<file path="src/rtl/seq_pkg.sv">
// Shared types and constants for the memory-game sequence display and verifier stages.
package seq_pkg;

  localparam int DIGIT_W    = 4;
  localparam int MAX_DIGITS = 5;
  localparam int SEQ_W      = 20;
  localparam int LVL_W      = 3;

  typedef enum logic [1:0] {
    IDLE  = 2'd0,
    SHOW  = 2'd1,
    BLANK = 2'd2,
    DONE  = 2'd3
  } state_t;

  // Requested levels above the number of stored digits show every digit once.
  function automatic logic [LVL_W-1:0] clamp_lvl(input logic [LVL_W-1:0] lvl);
    if (lvl > LVL_W'(MAX_DIGITS))
      return LVL_W'(MAX_DIGITS);
    return lvl;
  endfunction

endpackage

</file>
<file path="src/rtl/seq_dwell_timer.sv">
// Loadable down-counter that measures how long a digit or gap stays on screen.
module seq_dwell_timer #(
  parameter int CNT_W = 26
) (
  input  logic             clk,
  input  logic             rst,
  input  logic             load,
  input  logic [CNT_W-1:0] load_val,
  output logic             zero
);

  logic [CNT_W-1:0] cnt_q;

  // Load takes priority; otherwise count down and park at zero.
  always_ff @(posedge clk) begin
    if (rst)
      cnt_q <= '0;
    else if (load)
      cnt_q <= load_val;
    else if (cnt_q != '0)
      cnt_q <= cnt_q - CNT_W'(1);
  end

  assign zero = (cnt_q == '0);

endmodule

</file>
<file path="src/rtl/seq_display.sv">
// Shows the first LVL digits of a latched sequence, each followed by a blank gap,
// then pulses display_done to hand over to the verifier.
module seq_display
  import seq_pkg::*;
#(
  parameter int SHOW_CYCLES  = 50_000_000,
  parameter int BLANK_CYCLES = 12_500_000,
  parameter int CNT_W        = 26
) (
  input  logic               clk,
  input  logic               rst,
  input  logic               newSequence,
  input  logic [LVL_W-1:0]   LVL,
  input  logic [SEQ_W-1:0]   Sequence,
  output logic [DIGIT_W-1:0] digit_out,
  output logic               digit_valid,
  output logic               busy,
  output logic               display_done
);

  localparam logic [CNT_W-1:0] SHOW_LD  = CNT_W'(SHOW_CYCLES - 1);
  localparam logic [CNT_W-1:0] BLANK_LD = CNT_W'(BLANK_CYCLES - 1);

  state_t               state_q, state_d;
  logic [SEQ_W-1:0]     seq_q;
  logic [LVL_W-1:0]     eff_lvl_q;
  logic [LVL_W-1:0]     idx_q;

  logic                 tmr_load;
  logic [CNT_W-1:0]     tmr_val;
  logic                 tmr_zero;
  logic                 accept;
  logic                 advance;

  logic [DIGIT_W-1:0]   digit_p1;
  logic                 vld_p1;
  logic                 done_p1;

  seq_dwell_timer #(
    .CNT_W(CNT_W)
  ) u_timer (
    .clk     (clk),
    .rst     (rst),
    .load    (tmr_load),
    .load_val(tmr_val),
    .zero    (tmr_zero)
  );

  // Stage p0: sequencing FSM. The display_done cycle still counts as busy,
  // so a request is only taken once that pulse has cleared.
  always_comb begin
    state_d  = state_q;
    tmr_load = 1'b0;
    tmr_val  = SHOW_LD;
    accept   = 1'b0;
    advance  = 1'b0;
    unique case (state_q)
      IDLE: begin
        if (newSequence && !done_p1) begin
          accept = 1'b1;
          if (clamp_lvl(LVL) != '0) begin
            state_d  = SHOW;
            tmr_load = 1'b1;
            tmr_val  = SHOW_LD;
          end else begin
            state_d = DONE;
          end
        end
      end
      SHOW: begin
        if (tmr_zero) begin
          state_d  = BLANK;
          tmr_load = 1'b1;
          tmr_val  = BLANK_LD;
        end
      end
      BLANK: begin
        if (tmr_zero) begin
          advance = 1'b1;
          if ((idx_q + LVL_W'(1)) < eff_lvl_q) begin
            state_d  = SHOW;
            tmr_load = 1'b1;
            tmr_val  = SHOW_LD;
          end else begin
            state_d = DONE;
          end
        end
      end
      DONE: begin
        state_d = IDLE;
      end
      default: begin
        state_d = IDLE;
      end
    endcase
  end

  // State and digit index; reset abandons any run in progress.
  always_ff @(posedge clk) begin
    if (rst) begin
      state_q <= IDLE;
      idx_q   <= '0;
    end else begin
      state_q <= state_d;
      if (accept)
        idx_q <= '0;
      else if (advance)
        idx_q <= idx_q + LVL_W'(1);
    end
  end

  // Latched sequence and level; the head nibble is always the digit on show.
  always_ff @(posedge clk) begin
    if (accept) begin
      seq_q     <= Sequence;
      eff_lvl_q <= clamp_lvl(LVL);
    end else if (advance) begin
      seq_q <= {seq_q[SEQ_W-DIGIT_W-1:0], {DIGIT_W{1'b0}}};
    end
  end

  // Stage p1: outputs registered from the state so nothing leaks through
  // combinationally from the inputs; they trail the FSM by one cycle.
  always_ff @(posedge clk) begin
    if (rst) begin
      digit_p1 <= '0;
      vld_p1   <= 1'b0;
      done_p1  <= 1'b0;
    end else begin
      vld_p1   <= (state_q == SHOW);
      digit_p1 <= (state_q == SHOW) ? seq_q[SEQ_W-1 -: DIGIT_W] : '0;
      done_p1  <= (state_q == DONE);
    end
  end

  assign digit_out    = digit_p1;
  assign digit_valid  = vld_p1;
  assign display_done = done_p1;
  assign busy         = (state_q != IDLE) || done_p1;

endmodule

</file>
<file path="config.mk">
export PLATFORM = sky130hd
export DESIGN_NAME = seq_display
export DESIGN_NICKNAME = d
export VERILOG_FILES = /design/src/rtl/seq_pkg.sv /design/src/rtl/seq_dwell_timer.sv /design/src/rtl/seq_display.sv
export SDC_FILE = /design/constraint.sdc
export NUM_CORES = 1
export LEC_CHECK = 0
export BUFFER_PORTS_ARGS = -buffer_cell sky130_fd_sc_hd__clkbuf_2
export CORE_ASPECT_RATIO = 0.6
export CORE_MARGIN = 10
export CORE_UTILIZATION = 35
export DETAILED_ROUTE_END_ITERATION = 7
export HOLD_SLACK_MARGIN = 0.05
export PLACE_DENSITY = 0.59
export SYNTH_ARGS = -nofsm -noshare
export SYNTH_HDL_FRONTEND = slang
export SYNTH_HIERARCHICAL = 1
export SYNTH_SLANG_ARGS = --single-unit
</file>
<file path="constraint.sdc">
create_clock -name clk -period 6.5 [get_ports clk]
set_input_delay 0.325 -clock clk [delete_from_list [all_inputs] [get_ports clk]]
set_output_delay 0.325 -clock clk [all_outputs]
set_load 0.01 [all_outputs]
</file>
==> flow_metrics.env, run 1 <==
export IMPL_synthesis_area_um2=2990
export IMPL_layout_setup_ws_ns=2.78
export IMPL_grt_max_degree=29
export IMPL_remaining_drc_errors=0
export IMPL_gp_congestion=0.868
export IMPL_num_rows=25
export IMPL_dr_pass1_iters=6
export IMPL_status="complete, no violations"
export IMPL_viasPerCell=5.25
export IMPL_grt_use_total_pct=11.3
export IMPL_drv_slew=0
export IMPL_fin_util_pct=44.1
export IMPL_instances_no_fill=451
export IMPL_dieWidth_um=139
export IMPL_skew_ns=0.00542
export IMPL_maxCapViolCount=0
export IMPL_wl_um=6970
export IMPL_postSynth_asyncResetShare_pct=0
export IMPL_postCtsSetupRepairBufs=0
export IMPL_max_slew_margin_pct=31.3
export IMPL_cts_tree="yes"
export IMPL_antenna_cells=0
export IMPL_final_nets=368
export IMPL_dp_slack_ns=2.87
export IMPL_synthCells=291
export IMPL_peakVddDrop_uv=141
export IMPL_worst_slew_pin_slew_ns=1.02
export IMPL_htree_levels=3
export IMPL_hold_worst_slack_ns=0.228
export IMPL_ys_types=59
export IMPL_synth_top_flop_cell="dfxtp_1"
export IMPL_cts_hold_buf=0
export IMPL_area_growth_synth_to_final_pct=19.1
export IMPL_grt_pass1_wl_um=11800
export IMPL_ctsRootBufferMaster="clkbuf_16"
export IMPL_final_area_um2=3560
export IMPL_avgSynthCellArea_um2=10.3
export IMPL_core_area_um2=8070
export IMPL_drive_above_1_share_pct=21.3
export IMPL_cp_required_ns=6.75
export IMPL_drtIter0Drc=223
export IMPL_clk_pin_slew_ns=0.05
export IMPL_placed_cell_area_um2=3300
export IMPL_ys_warn_count=6
export IMPL_hold_class="primary input to flop"
export IMPL_io_buffers=32
export IMPL_die_area_um2=12700
export IMPL_critical_path_endpoint_type="flop"
export IMPL_fin_crit_sh_pct=57.2
export IMPL_synth_seq_cells=60
export IMPL_path_class="flop to flop"
export IMPL_hold_viol=0
export IMPL_power_leakage_nw=1.39
export IMPL_grt_pass1_vias=2272
export IMPL_wl_per_cell_um=15.4
export IMPL_antenna_found_initial=0
export IMPL_start_util_pct=37.0
export IMPL_finalSetupTns_ns=0
export IMPL_cts_sinks=60
export IMPL_rsz0062_at_grt="false"
export IMPL_power_mw=1.09
export IMPL_cts_inserted_buffers=9
export IMPL_die_height_um=91.6
export IMPL_finalSetupViolCount=0
export IMPL_timing_fmax_mhz=269
export IMPL_clk_path_buf_depth=2
export IMPL_start_kind="flop"
export IMPL_synth_edff_count=23
export IMPL_finalCriticalPeriod_ns=3.72
export IMPL_ant_nets=0
export IMPL_yosysSeqAreaShare_pct=47.9
export IMPL_crit_fanout=23
export IMPL_power_density_nw_per_um2=306
export IMPL_dp_cells=435
export IMPL_ctsResizeCount=0
export IMPL_dr_total_vias=2366
export IMPL_critPathArrivalTime_ns=3.96
export IMPL_ioPinCount=33
export IMPL_overflow=0
export IMPL_clock_latency_ns=0.33
export IMPL_hpwlAfterDp_um=4990
-- layer usage --
| metal | vias up | global-route usage, % | routed length, um |
|---|---|---|---|
| met5 | - | 0 | 0 |
| met4 | 0 | 4.93 | 84 |
| met3 | 12 | 3.74 | 461 |
| met2 | 74 | 14.3 | 2650 |
| met1 | 1121 | 16.4 | 3770 |
| li1 | 1159 | - | - |
-- cell usage after synthesis (3+ instances only) --
| master | instances | area share (%) |
|---|---|---|
| dfxtp_1 | 37 | 25 |
| edfxtp_1 | 23 | 23 |
| nand2_1 | 20 | 2.5 |
| nor2_1 | 17 | 2.1 |
| mux2_2 | 16 | 6.0 |
| a21oi_1 | 14 | 2.3 |
| nor3_1 | 14 | 2.3 |
| inv_1 | 10 | 1.3 |
| o21ai_0 | 10 | 1.7 |
| xnor2_1 | 10 | 2.9 |
| and2_1 | 8 | 1.7 |
| clkbuf_1 | 8 | 1.0 |
| or3_1 | 8 | 1.7 |
| o31ai_1 | 6 | 1.5 |
| nand3_1 | 5 | 0.84 |
| nand4_1 | 5 | 1.0 |
| nor4_1 | 5 | 1.0 |
| ha_1 | 4 | 1.7 |
| or2_2 | 4 | 0.84 |
| or4_1 | 4 | 1.0 |
| xor2_1 | 4 | 1.2 |
| a211o_1 | 3 | 0.88 |
| a311oi_1 | 3 | 0.88 |
| nand2b_1 | 3 | 0.63 |
| nand3b_1 | 3 | 0.75 |
| o211a_1 | 3 | 1.0 |
-- worst max-delay path, stage by stage (launching register included) --
cell      delay [ns]
dfxtp_1         0.35
nor4_2          0.56
nand3_1         0.25
nor3_1          0.66
nand3b_1        0.45
o311ai_2        0.16
buf_4           0.31
inv_1           0.37
nor2_1          0.35
nand2_1         0.08
o21ai_0         0.08
-- layout make-up --
| class | count | area, um2 |
|---|---|---|
| fill | 785 | 4510 |
| multi-input combinational | 223 | 1520 |
| sequential | 60 | 1430 |
| clock buffer | 16 | 262 |
| timing repair buffer | 34 | 175 |
| tap | 108 | 135 |
| inverter | 10 | 37.5 |
-- layout by cell type (no fill, tap or decap), types with 4 or more instances in the layout --
| master | count |
|---|---|
| o21ai_0 | 10 |
| dfxtp_1 | 37 |
| clkbuf_16 | 9 |
| nand4_1 | 5 |
| xor2_1 | 4 |
| ha_1 | 4 |
| a21oi_1 | 14 |
| nor4_1 | 5 |
| inv_1 | 10 |
| edfxtp_1 | 23 |
| nor2_1 | 17 |
| and2_1 | 8 |
| or3_1 | 8 |
| nand3_1 | 5 |
| nor3_1 | 14 |
| or2_2 | 4 |
| conb_1 | 18 |
| nand2_1 | 20 |
| clkbuf_2 | 32 |
| or4_1 | 4 |
| xnor2_1 | 10 |
| clkbuf_1 | 6 |
| o31ai_1 | 6 |
| mux2_2 | 16 |
-- flip-flops by register name (all words and copies together), names as in the netlist --
name	cells
digit_out	4
digit_valid	1
display_done	1
eff_lvl_q	3
idx_q	3
seq_q	20
state_q	2
u_timer/cnt_q	26
-- power by group --
group	internal [mW]	switching, mW	total (mW)
logic	0.0848	0.119	0.203
clock network	0.268	0.154	0.422
registers	0.431	0.0329	0.464
total	0.785	0.305	1.09
-- worst paths after layout --
kind,start,end,slack [ns],depth (start not counted)
worst max-delay path,u_timer/cnt_q[16],u_timer/cnt_q[20],2.78,10
worst min-delay path,LVL[2],eff_lvl_q[2],0.23,1
worst max register to register,u_timer/cnt_q[16],u_timer/cnt_q[20],2.78,10
worst min register to register,seq_q[19],digit_out[3],0.44,1
-- cells by family (layout without fill, tap and decap cells) --
| logic type | Yosys count | in the layout | synth area share [%] |
|---|---|---|---|
| adder cells (fa/ha/maj) | 4 | 4 | 1.68 |
| flip-flops | 60 | 60 | 47.9 |
| other | 2 | 18 | 0.251 |
| AND/OR/NAND/NOR | 112 | 112 | 22.5 |
| buffers and inverters | 24 | 60 | 3.52 |
| XOR/XNOR | 14 | 14 | 4.11 |
| multiplexers | 18 | 18 | 6.70 |
| AO/OA/AOI/OAI | 57 | 57 | 13.3 |
Power figures use the tool's default switching activity.
==> run 2: changes to the inputs <==
==> constraint.sdc (replaced) <==
create_clock -name clk -period 3.7 [get_ports clk]
set_input_delay 0.185 -clock clk [delete_from_list [all_inputs] [get_ports clk]]
set_output_delay 0.185 -clock clk [all_outputs]
set_load 0.01 [all_outputs]
==> run 2 against run 1 <==
Against the previous run: routed wire length shrank 0.62%; cell area up 1.7%; critical path depth stayed put; die area is the same; clock skew increased by 0.0015 ns; final cell count increased by 1.1%; clock power grew 89%.
==> flow_metrics.env, run 2 (same netlist as run 1, synthesis figures left out) <==
export IMPL_dr_total_vias=2361
export IMPL_dr_pass1_iters=7
export IMPL_path_class="flop to flop"
export IMPL_finalSetupTns_ns=0
export IMPL_critPathArrivalTime_ns=3.50
export IMPL_htree_levels=3
export IMPL_largest_reg_flops=26
export IMPL_hpwlAfterDp_um=4960
export IMPL_gp_congestion=0.810
export IMPL_core_area_um2=8070
export IMPL_worst_slew_pin_slew_ns=0.971
export IMPL_dp_cells=440
export IMPL_start_util_pct=37.0
export IMPL_cts_tree="yes"
export IMPL_grt_pass1_vias=2240
export IMPL_pwr_share_seq_pct=41.3
export IMPL_hold_viol=0
export IMPL_top_register="u_timer/cnt_q"
export IMPL_area_growth_synth_to_final_pct=21.2
export IMPL_final_nets=373
export IMPL_fin_util_pct=44.8
export IMPL_clock_latency_ns=0.33
export IMPL_antenna_found_initial=0
export IMPL_io_buffers=32
export IMPL_cts_hold_buf=0
export IMPL_drtIter0Drc=180
export IMPL_instances_no_fill=456
export IMPL_start_kind="flop"
export IMPL_grt_pass1_wl_um=11800
export IMPL_p_comb_share_pct=18.4
export IMPL_hold_worst_slack_ns=0.0965
export IMPL_max_slew_margin_pct=34.9
export IMPL_cp_required_ns=3.95
export IMPL_drive_above_1_share_pct=23.3
export IMPL_power_density_nw_per_um2=546
export IMPL_power_leakage_nw=1.42
export IMPL_maxCapViolCount=0
export IMPL_die_area_um2=12700
export IMPL_rsz0062_at_grt="false"
export IMPL_p_int_mw=1.43
export IMPL_postCtsSetupRepairBufs=0
export IMPL_viasPerCell=5.18
export IMPL_overflow=0
export IMPL_status="complete, no violations"
export IMPL_ant_nets=0
export IMPL_timing_fmax_mhz=308
export IMPL_num_rows=25
export IMPL_final_common_cell="dfxtp_1"
export IMPL_crit_fanout=23
export IMPL_wl_per_cell_um=15.2
export IMPL_cts_inserted_buffers=9
export IMPL_finalSetupViolCount=0
export IMPL_grt_max_degree=29
export IMPL_clk_pin_slew_ns=0.05
export IMPL_p_switching_uw=550
export IMPL_ctsResizeCount=0
export IMPL_cts_sinks=60
export IMPL_clk_path_buf_depth=2
export IMPL_skew_ns=0.00690
export IMPL_final_cell_mix="dfxtp_1 (37), clkbuf_2 (32), edfxtp_1 (23)"
export IMPL_wl_um=6920
export IMPL_remaining_drc_errors=0
export IMPL_finalCriticalPeriod_ns=3.25
export IMPL_hold_class="primary input to flop"
export IMPL_peakVddDrop_uv=245
export IMPL_ctsRootBufferMaster="clkbuf_16"
export IMPL_drv_slew=0
export IMPL_grt_use_total_pct=11.4
export IMPL_critical_path_endpoint_type="flop"
export IMPL_die_height_um=91.6
export IMPL_ioPinCount=33
export IMPL_clkPwrFrac_pct=40.4
export IMPL_fin_crit_sh_pct=87.8
export IMPL_dieWidth_um=139
export IMPL_antenna_cells=0
export IMPL_swShare_pct=27.8
==> run 2: final cells by class <==
type                       count  area, um2
clock buffer                  10        229
clock inverter                 6       55.1
fill                         787       4450
inverter                      10       37.5
multi-input combinational    223       1520
sequential                    60       1430
tap                          108        135
timing repair buffer          39        213
==> run 2: power by group through the flow <==
stage	Combinational (mW)	Clock, mW	Sequential (mW)
2_1_floorplan	0.274	0	0.812
3_3_place_gp	0.353	0	0.825
3_5_place_dp	0.356	0	0.826
4_1_cts	0.360	0.815	0.814
5_1_grt	0.406	0.852	0.824
6_report	0.363	0.798	0.815
==> run 2: per-stage QoR <==
step                total power, mW  instance area, um2  setup WS, ns
global placement               1.18                3330         0.720
global route                   2.08                3620         0.129
detailed placement             1.18                3330         0.604
CTS                            1.99                3620         0.504
floorplan                      1.09                3050         0.523
finish                         1.98                3620         0.450
==> run 2: per-layer routing <==
metal	track usage, %	vias to the layer above	wire [um]
met5	0	-	0
met4	4.67	0	96
met3	4.32	11	567
met2	14.2	90	2630
met1	16.5	1089	3630
li1	-	1171	-
==> run 2: critical path: stages, from the launching register on <==
cell      delay (ns)
dfxtp_1         0.35
nor4_2          0.59
nand3_1         0.27
nor3_1          0.28
buf_4           0.19
nand3b_1        0.19
o311ai_2        0.40
inv_1           0.39
nor2_1          0.35
nand2_1         0.08
o21ai_0         0.07
==> run 2: worst paths after layout <==
path,slack (ns),endpoint,startpoint,cells after the start
min reg2reg,0.44,digit_out[3],seq_q[19],1
max reg2reg,0.45,u_timer/cnt_q[22],u_timer/cnt_q[16],10
min,0.1,eff_lvl_q[2],LVL[2],1
max,0.45,u_timer/cnt_q[22],u_timer/cnt_q[16],10
==> run 3: changes to the inputs <==
--- a/config.mk
+++ b/config.mk
@@ -11,7 +11,7 @@
 export CORE_UTILIZATION = 35
 export DETAILED_ROUTE_END_ITERATION = 7
 export HOLD_SLACK_MARGIN = 0.05
-export PLACE_DENSITY = 0.59
+export PLACE_DENSITY_LB_ADDON = 0.1
 export SYNTH_ARGS = -nofsm -noshare
 export SYNTH_HDL_FRONTEND = slang
 export SYNTH_HIERARCHICAL = 1
==> constraint.sdc (replaced) <==
create_clock -name clk -period 3.9 [get_ports clk]
set_input_delay 0.195 -clock clk [delete_from_list [all_inputs] [get_ports clk]]
set_output_delay 0.195 -clock clk [all_outputs]
set_load 0.01 [all_outputs]
==> run 3 against run 2 <==
Against the previous run: via count down 0.93%; fmax is 2.3% higher; routed wire length increased by 2.8%; non-clock buffer count is the same; largest power group is now clock; sequential share of layout area down 0.57 points.
==> flow_metrics.env, run 3 (same netlist as run 1, synthesis figures left out) <==
export IMPL_gp_congestion=0.844
export IMPL_drive_above_1_share_pct=24.1
export IMPL_hold_viol=0
export IMPL_finalSetupTns_ns=0
export IMPL_crit_path_start="u_timer/cnt_q[16]"
export IMPL_cp_cell_sequence="nor4_2 -> nand3_1 -> nor3_1 -> nand3b_1 -> o311ai_2 -> inv_1 -> buf_4 -> a311oi_1"
export IMPL_viasPerCell=5.13
export IMPL_hpwlAfterDp_um=5050
export IMPL_final_common_cell="dfxtp_1"
export IMPL_power_leakage_nw=1.45
export IMPL_dr_pass1_iters=4
export IMPL_max_slew_margin_pct=39.9
export IMPL_clk_pin_slew_ns=0.05
export IMPL_start_util_pct=37.0
export IMPL_grt_pass1_wl_um=11900
export IMPL_final_cell_mix="dfxtp_1 (37), clkbuf_2 (32), edfxtp_1 (23)"
export IMPL_area_growth_synth_to_final_pct=22.9
export IMPL_remaining_drc_errors=0
export IMPL_io_buffers=32
export IMPL_ant_nets=0
export IMPL_critical_path_endpoint_type="flop"
export IMPL_skew_ns=0.00617
export IMPL_drtIter0Drc=178
export IMPL_rsz0062_at_grt="false"
export IMPL_final_nets=373
export IMPL_ctsResizeCount=0
export IMPL_antenna_found_initial=0
export IMPL_power_density_nw_per_um2=545
export IMPL_cts_tree="yes"
export IMPL_hold_class="primary input to flop"
export IMPL_reg2reg_slack_ns=0.72
export IMPL_fin_crit_sh_pct=81.4
export IMPL_core_area_um2=8070
export IMPL_ioPinCount=33
export IMPL_status="complete, no violations"
export IMPL_clk_path_buf_depth=2
export IMPL_ctsRootBufferMaster="clkbuf_16"
export IMPL_peakVddDrop_uv=212
export IMPL_die_height_um=91.6
export IMPL_reg2reg_to="u_timer/cnt_q[25]"
export IMPL_cp_required_ns=4.10
export IMPL_top_register="u_timer/cnt_q"
export IMPL_crit_fanout=12
export IMPL_dr_total_vias=2339
export IMPL_finalCriticalPeriod_ns=3.18
export IMPL_maxCapViolCount=0
export IMPL_wl_per_cell_um=15.6
export IMPL_grt_use_total_pct=11.4
export IMPL_grt_max_degree=29
export IMPL_largest_reg_flops=26
export IMPL_grt_pass1_vias=2223
export IMPL_path_class="flop to flop"
export IMPL_cp_endpoint="u_timer/cnt_q[25]"
export IMPL_cts_inserted_buffers=9
export IMPL_postCtsSetupRepairBufs=0
export IMPL_antenna_cells=0
export IMPL_power_mw=2.00
export IMPL_reg2regPathDepth=8
export IMPL_slowest_stage="nor4_2"
export IMPL_clock_latency_ns=0.32
export IMPL_dieWidth_um=139
export IMPL_drv_slew=0
export IMPL_worst_slew_pin_slew_ns=0.894
export IMPL_overflow=0
export IMPL_num_rows=25
export IMPL_rr_startpoint="u_timer/cnt_q[16]"
export IMPL_critPathArrivalTime_ns=3.38
export IMPL_wl_um=7120
export IMPL_cts_hold_buf=0
export IMPL_die_area_um2=12700
export IMPL_htree_levels=3
export IMPL_timing_fmax_mhz=315
export IMPL_finalSetupViolCount=0
export IMPL_start_kind="flop"
export IMPL_cts_sinks=60
export IMPL_max_stage_delay_ns=0.54
==> run 3: cell count changes in the layout (fill, tap and decap cells not counted), sizes merged <==
cell / before / now
clkinvlp: 1 / 0
clkbuf: 42 / 44
clkinv: 4 / 2
bufinv: 1 / 2
==> run 3: worst min-delay path by stage <==
stage	from	to	slack, ns	cells after the start
after floorplan	rst	idx_q[0]	0.27	1
after CTS	LVL[2]	eff_lvl_q[2]	0.1	1
after detailed placement	seq_q[17]	digit_out[1]	0.43	1
after global placement	seq_q[16]	digit_out[0]	0.43	1
final	LVL[2]	eff_lvl_q[2]	0.1	1
after global routing	LVL[2]	eff_lvl_q[2]	0.11	1
==> run 3: area by class of cell <==
| cell class | instances | area (um2) |
|---|---|---|
| Timing Repair Buffer | 39 | 213 |
| Fill cell | 778 | 4400 |
| Clock buffer | 12 | 267 |
| Inverter | 10 | 37.5 |
| Multi-Input combinational cell | 223 | 1520 |
| Tap cell | 108 | 135 |
| Clock inverter | 4 | 70.1 |
| Sequential cell | 60 | 1430 |
==> run 3: worst max-delay path, delay by kind of cell (launching register included) <==
| kind | cells | cell delay, ns |
|---|---|---|
| AOI/OAI and AO/OA | 2 | 0.82 |
| buffers and inverters | 2 | 0.59 |
| DFF | 1 | 0.34 |
| and+or+nand+nor | 4 | 1.29 |
==> run 3: through the flow <==
| stage | cells | worst slack [ns] | hold WS [ns] | instance area (um2) | utilization (%) |
|---|---|---|---|---|---|
| 6_report | 456 | 0.724 | 0.0999 | 3670 | 45.5 |
| 5_1_grt | 456 | 0.327 | 0.108 | 3670 | 45.5 |
| 4_1_cts | 456 | 0.753 | 0.0960 | 3670 | 45.5 |
| 3_5_place_dp | 440 | 0.768 | 0.426 | 3330 | 41.3 |
| 3_3_place_gp | 440 | 0.854 | 0.425 | 3330 | 41.3 |
| 2_1_floorplan | 307 | 0.723 | 0.274 | 3050 | - |
==> run 3: metal layers <==
metal / vias to the layer above / wire (um) / global-route usage, %
li1: 1177 / - / -
met2: 47 / 2650 / 13.6
met4: 0 / 61 / 3.89
met5: - / 0 / 0
met3: 7 / 397 / 3.43
met1: 1108 / 4010 / 17.9
==> run 3: power breakdown <==
group | internal (mW) | leakage (nW) | switching, mW | total [mW]
Sequential | 0.718 | 0.525 | 0.0545 | 0.773
Clock | 0.609 | 0.169 | 0.273 | 0.881
Combinational | 0.147 | 0.761 | 0.199 | 0.346
Total | 1.47 | 1.45 | 0.526 | 2.00
